**config.mk**
```make
export PLATFORM = sky130hd
export DESIGN_NAME = sap_ram_16x8
export DESIGN_NICKNAME = d
export VERILOG_FILES = /design/src/rtl/sap_ram_16x8.sv
export SDC_FILE = /design/constraint.sdc
export NUM_CORES = 1
export LEC_CHECK = 0
export BUFFER_PORTS_ARGS = -buffer_cell sky130_fd_sc_hd__buf_2
export CORE_MARGIN = 8
export CORE_UTILIZATION = 30
export DETAILED_ROUTE_END_ITERATION = 6
export SLEW_MARGIN = 40
export SYNTH_ARGS = -nofsm -noshare
export SYNTH_HDL_FRONTEND = slang
export SYNTH_SLANG_ARGS = --single-unit
```
**constraint.sdc**
```tcl
create_clock -name clk -period 3.59 [get_ports clk]
set_input_delay 0.718 -clock clk [delete_from_list [all_inputs] [get_ports clk]]
set_output_delay 0.718 -clock clk [all_outputs]
set_load 0.01 [all_outputs]
```
**src/rtl/sap_ram_16x8.sv**
```systemverilog
// 16x8 SAP-style RAM with a registered bus read port and a nibble-serial program loader.
// Run mode serves reads and writes from the MAR; program mode fills memory from 4-bit pads.
module sap_ram_16x8 #(
    parameter int ADDR_W = 4,
    parameter int DATA_W = 8,
    parameter int NIB_W  = 4
) (
    input  logic              clk,
    input  logic              clr,
    input  logic [ADDR_W-1:0] addr,
    input  logic              ce,
    input  logic              we,
    input  logic [DATA_W-1:0] d_in,
    input  logic              prog,
    input  logic [NIB_W-1:0]  prog_nib,
    input  logic              prog_stb,
    output logic [DATA_W-1:0] data_out,
    output logic              bus_oe,
    output logic [ADDR_W-1:0] prog_ptr,
    output logic              prog_hi,
    output logic              prog_done,
    output logic              wr_conflict
);

    localparam int DEPTH = 2 ** ADDR_W;

    typedef enum logic {
        LD_HI,
        LD_LO
    } ld_state_t;

    ld_state_t         ld_state;
    logic [NIB_W-1:0]  hi_nib;
    logic [DATA_W-1:0] mem [DEPTH];

    // A read that collides with a write wins; the write is dropped and flagged until clr.
    always_ff @(posedge clk) begin
        prog_done <= 1'b0;
        if (clr) begin
            for (int i = 0; i < DEPTH; i++) begin
                mem[i] <= '0;
            end
            data_out    <= '0;
            bus_oe      <= 1'b0;
            prog_ptr    <= '0;
            hi_nib      <= '0;
            ld_state    <= LD_HI;
            wr_conflict <= 1'b0;
        end else if (prog) begin
            bus_oe <= 1'b0;
            if (prog_stb) begin
                if (ld_state == LD_HI) begin
                    hi_nib   <= prog_nib;
                    ld_state <= LD_LO;
                end else begin
                    mem[prog_ptr] <= {hi_nib, prog_nib};
                    prog_ptr      <= prog_ptr + ADDR_W'(1);
                    ld_state      <= LD_HI;
                    if (&prog_ptr) begin
                        prog_done <= 1'b1;
                    end
                end
            end
        end else begin
            // Leaving program mode mid-word drops the latched high nibble.
            ld_state <= LD_HI;
            bus_oe   <= ce;
            if (ce) begin
                data_out <= mem[addr];
                if (we) begin
                    wr_conflict <= 1'b1;
                end
            end else if (we) begin
                mem[addr] <= d_in;
            end
        end
    end

    assign prog_hi = (ld_state == LD_LO);

endmodule

```
Word-level counts from Yosys, hierarchy flattened
Memory sizes are Yosys's and may differ from the RTL's. A register that Yosys moved wholly into a read port is not among the register bits.
Index checks and enable logic that the tools add are counted.
{"block": "classes", "add_sub_neg": 1, "multipliers": 0, "div_mod_pow": 0, "order_cmp": 0, "eq_ne": 0, "n_shift": 0, "mux": 20, "bitwise": 3, "n_reduce_logical": 10}
{"cell": "$mux W1", "count": 16}
{"cell": "$mux W8", "count": 2}
{"cell": "$reduce_or A8 Y1", "count": 2}
{"cell": "$reduce_and A3 Y1", "count": 3}
{"cell": "$mux W4", "count": 2}
{"cell": "$add A4 B1 Y4 const B", "count": 1}
{"cell": "$reduce_and A4 Y1", "count": 1}
{"cell": "$reduce_or A2 Y1", "count": 2}
{"cell": "$reduce_or A4 Y1", "count": 1}
{"cell": "$not A1 Y1", "count": 3}
{"cell": "$reduce_and A2 Y1", "count": 1}
{"block": "word_totals", "reg_bits": 12, "latchBits": 0, "ram_bits": 128, "rom_bits": 0, "elab_cells": 41, "memories": 1}
{"memory": "mem", "words": 16, "width": 8, "read_ports": 1, "rd_clocked_by_memory_dff": 1, "wr": 16, "line_no": "34", "text": "logic [DATA_W-1:0] mem [DEPTH];"}

Logic depth before layout (Yosys ltp)
{"block": "depth", "depth_word": 8, "ltp_mapped": 6, "ltp_nobuf": 4}

Worst setup path after synthesis
No wires, ideal clock.
{"block": "synth_timing", "path_kind": "input port to flip-flop", "startpoint": "in prog", "endpoint": "mem mem[8][0], enable pin", "setup_ns": 0.334, "t_arrival_ns": 2.518, "required_time_ns": 3.256, "setup_slack_ns": 0.738, "path_stages": 5, "path_cell_list": "buf_2 nor4b_4 mux2i_2 nand3_2 nand2b_1"}
{"item": "start: declaration", "line_no": "14", "text": "input logic prog,"}
{"item": "end: declaration", "line_no": "34"}

==> impl_metrics.py <==
metrics = {
    "status": {
        "status": "finished, final reports clean",
    },
    "synth": {
        "synth.area.top_cells": "edfxtp_1, mux4_2, nor2_1",
        "synth_area_mm2": 0.00665,
        "synth_edf_count": 128,
        "synth_ff_type": "edfxtp_1",
        "ys_warn_count": 0,
        "syn_avg_cell_area_um2": 14.4,
        "syn_inst": 461,
        "synth_top_area_share": 0.578,
        "synth_seq_cells": 148,
        "async_flop_share": 0,
        "syn_nets": 484,
        "ys_seq_area_frac": 0.638,
        "yosys.area.top_type": "edfxtp_1",
        "post_synth_num_cell_types": 40,
    },
    "pwr": {
        "p_comb_frac": 0.068,
        "p_switching_mw": 0.872,
        "p_int_mw": 3.25,
        "sw_frac_of_total": 0.212,
        "clkPwrFrac": 0.459,
        "p_per_area_mw_per_mm2": 527,
        "leakagePower_nw": 2.73,
        "seqPwrFrac": 0.473,
        "peakVddDrop_v": 0.000340,
    },
    "detailed_routing": {
        "drtIter0Drc": 343,
        "wl_met3_um": 1420,
        "vias_per_cell": 5.06,
        "top_layer": "met5",
        "vias": 4053,
        "detail-route-antenna-nets": 0,
        "wl_per_cell_um": 20.3,
        "drcViolationCount": 0,
        "wl_met2_um": 6810,
        "wl_met1_um": 7800,
        "routed_wirelength_um": 16200,
        "dr.pass1.iters": 6,
    },
    "clocking": {
        "numClockSinks": 148,
        "clockRootBuffer": "clkbuf_16",
        "cts_htree_levels": 4,
        "post_cts_resized": 0,
        "cts_buffers": 17,
        "cts_hold_buf": 0,
        "post_cts_buffers": 0,
        "cts.clk_slew.worst_paths_ns": 0.06,
        "clock_latency_ns": 0.43,
        "cts_buffer_depth": 2,
        "tritoncts": "yes",
    },
    "floorplan": {
        "rows": 54,
        "die_x_um": 165,
        "io_pins": 38,
        "core_mm2": 0.0218,
        "die_h_um": 165,
        "die-area_mm2": 0.0272,
        "initial_core_util": 0.305,
    },
    "timing": {
        "fin_crit_ns": 2.59,
        "tns_ns": 0,
        "rsz0062_at_grt": "no",
        "setup_violations": 0,
        "finalClockSkew_ns": 0.00897,
        "hold_ws_ns": 0.475,
        "timing.final.crit_share": 0.721,
        "hold_violations": 0,
        "slew_violations": 0,
        "tightest_slew_ns": 0.766,
        "relSlewSlack": 0.488,
        "max_freq_mhz": 386,
    },
    "worst_hold_path": {
        "hold_class": "reg -> reg",
        "min_path_cells": 2,
        "min_to": "wr_conflict$_SDFFE_PP0P_",
        "hp-start": "wr_conflict$_SDFFE_PP0P_",
    },
    "worst_setup_path": {
        "rrSetupSlack_ns": 1.27,
        "cp_max_fo": 9,
        "critPathKind": "in -> reg",
        "r2r-start": "prog_ptr[2]$_SDFFE_PP0P_",
        "startpoint_type": "input port",
        "crit_slowest_cell": "nor4b_4",
        "r2r_end": "mem[3][1]$_SDFFCE_PN0P_",
        "critPathTopFamily": "simple AND/OR/NAND/NOR gates",
        "path_buf_inv": 1,
        "critPathMaxStageDelay_ns": 0.59,
        "crit_required_ns": 3.66,
        "worstPathArrival_ns": 2.66,
        "timing.reg2reg.worst_path_depth": 4,
        "end_kind": "register",
        "crit_chain": "buf_2 > nor4b_4 > mux2_2 > nand3_2 > nand2b_1",
    },
    "final_layout": {
        "final_nets": 531,
        "final_layout_size_suffix_gt1_frac": 0.261,
        "area_delta_synth_final_pct": 17.6,
        "design_area_mm2": 0.00782,
        "fin_util": 0.358,
        "diodes": 0,
    },
    "global_routing": {
        "gr-usage-all-layers": 0.126,
        "grt_pass1_wl_um": 25200,
        "antenna_found_initial": 1,
        "grt_max_degree": 30,
        "grt_pass1_vias": 4104,
        "gr-total-overflow": 0,
    },
    "placement": {
        "gp_congestion": 0.820,
        "dpl.hpwl_um": 11600,
        "port_buffers": 37,
        "placed_cell_area_mm2": 0.00719,
    },
    "job": {
        "drv_cap": 0,
    },
}
through the flow:
| stage | worst slack [ns] | total power, mW | std cells |
|---|---|---|---|
| 3_5_place_dp | 0.568 | 2.27 | 769 |
| 3_3_place_gp | 0.647 | 2.26 | 769 |
| 2_1_floorplan | 0.738 | 2.15 | 461 |
| 5_1_grt | 0.896 | 4.24 | 801 |
| 6_report | 1.00 | 4.12 | 801 |
| 4_1_cts | 1.01 | 4.15 | 801 |
worst max-delay path by stage:
stage               startpoint                       end  slack, ns  cells past startpoint
floorplan                 prog   mem[8][0]$_SDFFCE_PN0P_       0.74                      5
global placement          prog  mem[15][0]$_SDFFCE_PN0P_       0.65                      5
detailed placement        prog  mem[15][0]$_SDFFCE_PN0P_       0.57                      5
CTS                       prog  mem[15][2]$_SDFFCE_PN0P_       1.01                      5
global route              prog  mem[15][3]$_SDFFCE_PN0P_       0.90                      5
finish                    prog  mem[15][3]$_SDFFCE_PN0P_        1.0                      5
layout make-up:
cell class              count  area [um^2]
inverters                   1         3.75
multi-input cells         286         2280
flip-flops and latches    148         4240
repair buffers             54          313
clock buffers              23          478
well taps                 280          350
clock inverters             9          150
fillers                  2057        14000
power by group through the flow:
stage	Combinational (mW)	Clock, mW	Sequential, mW
CTS	0.280	1.92	1.95
detailed placement	0.279	0	1.99
floorplan	0.175	0	1.97
global placement	0.273	0	1.98
finish	0.279	1.89	1.95
global route	0.298	1.99	1.96
flip-flops by register name (all words and copies together), names as in the netlist:
signal and count:
mem 128, data_out 8, hi_nib 4, prog_ptr 4
bus_oe 1, prog_done 1, prog_hi 1, wr_conflict 1
logic make-up (layout without fill, tap and decap cells):
family                   Yosys count  count (layout)  share of synthesized area
adder cells (fa/ha/maj)            1               1                    0.00188
buffers and inverters             27              87                     0.0196
multiplexers                      64              64                      0.154
flip-flops                       148             148                      0.638
XOR/XNOR                           4               4                    0.00527
AND/OR/NAND/NOR                  193             193                      0.146
AO/OA/AOI/OAI                     24              24                     0.0342
cells in the final DEF (no fill, tap or decap), drive strengths merged, types with 16 or more instances in the layout:
cell    instances
buf            54
nor2          139
mux4           30
dfxtp          20
mux2i          32
nand3          16
nand2b         18
clkbuf         23
edfxtp        128
synth_stat cells, drive strengths merged, types with 4 or more instances:
library cell / count
nor2: 139
nor2b: 4
clkbuf: 15
mux2i: 32
o2bb2a: 7
dfxtp: 20
edfxtp: 128
nand3: 16
nand2: 5
mux4: 30
o21ai: 7
buf: 11
nand2b: 18
worst min-delay path, cell delays in order, from the launching register on:
cell	delay [ns]
dfxtp_1	0.32
a21oi_1	0.04
nor2_1	0.07
routing by layer:
layer,up-vias,track usage
li1,1811,-
met1,2031,0.187
met2,190,0.173
met3,19,0.0391
met4,2,0.0364
met5,-,0
No activity file was read; power rests on OpenSTA's default activity.
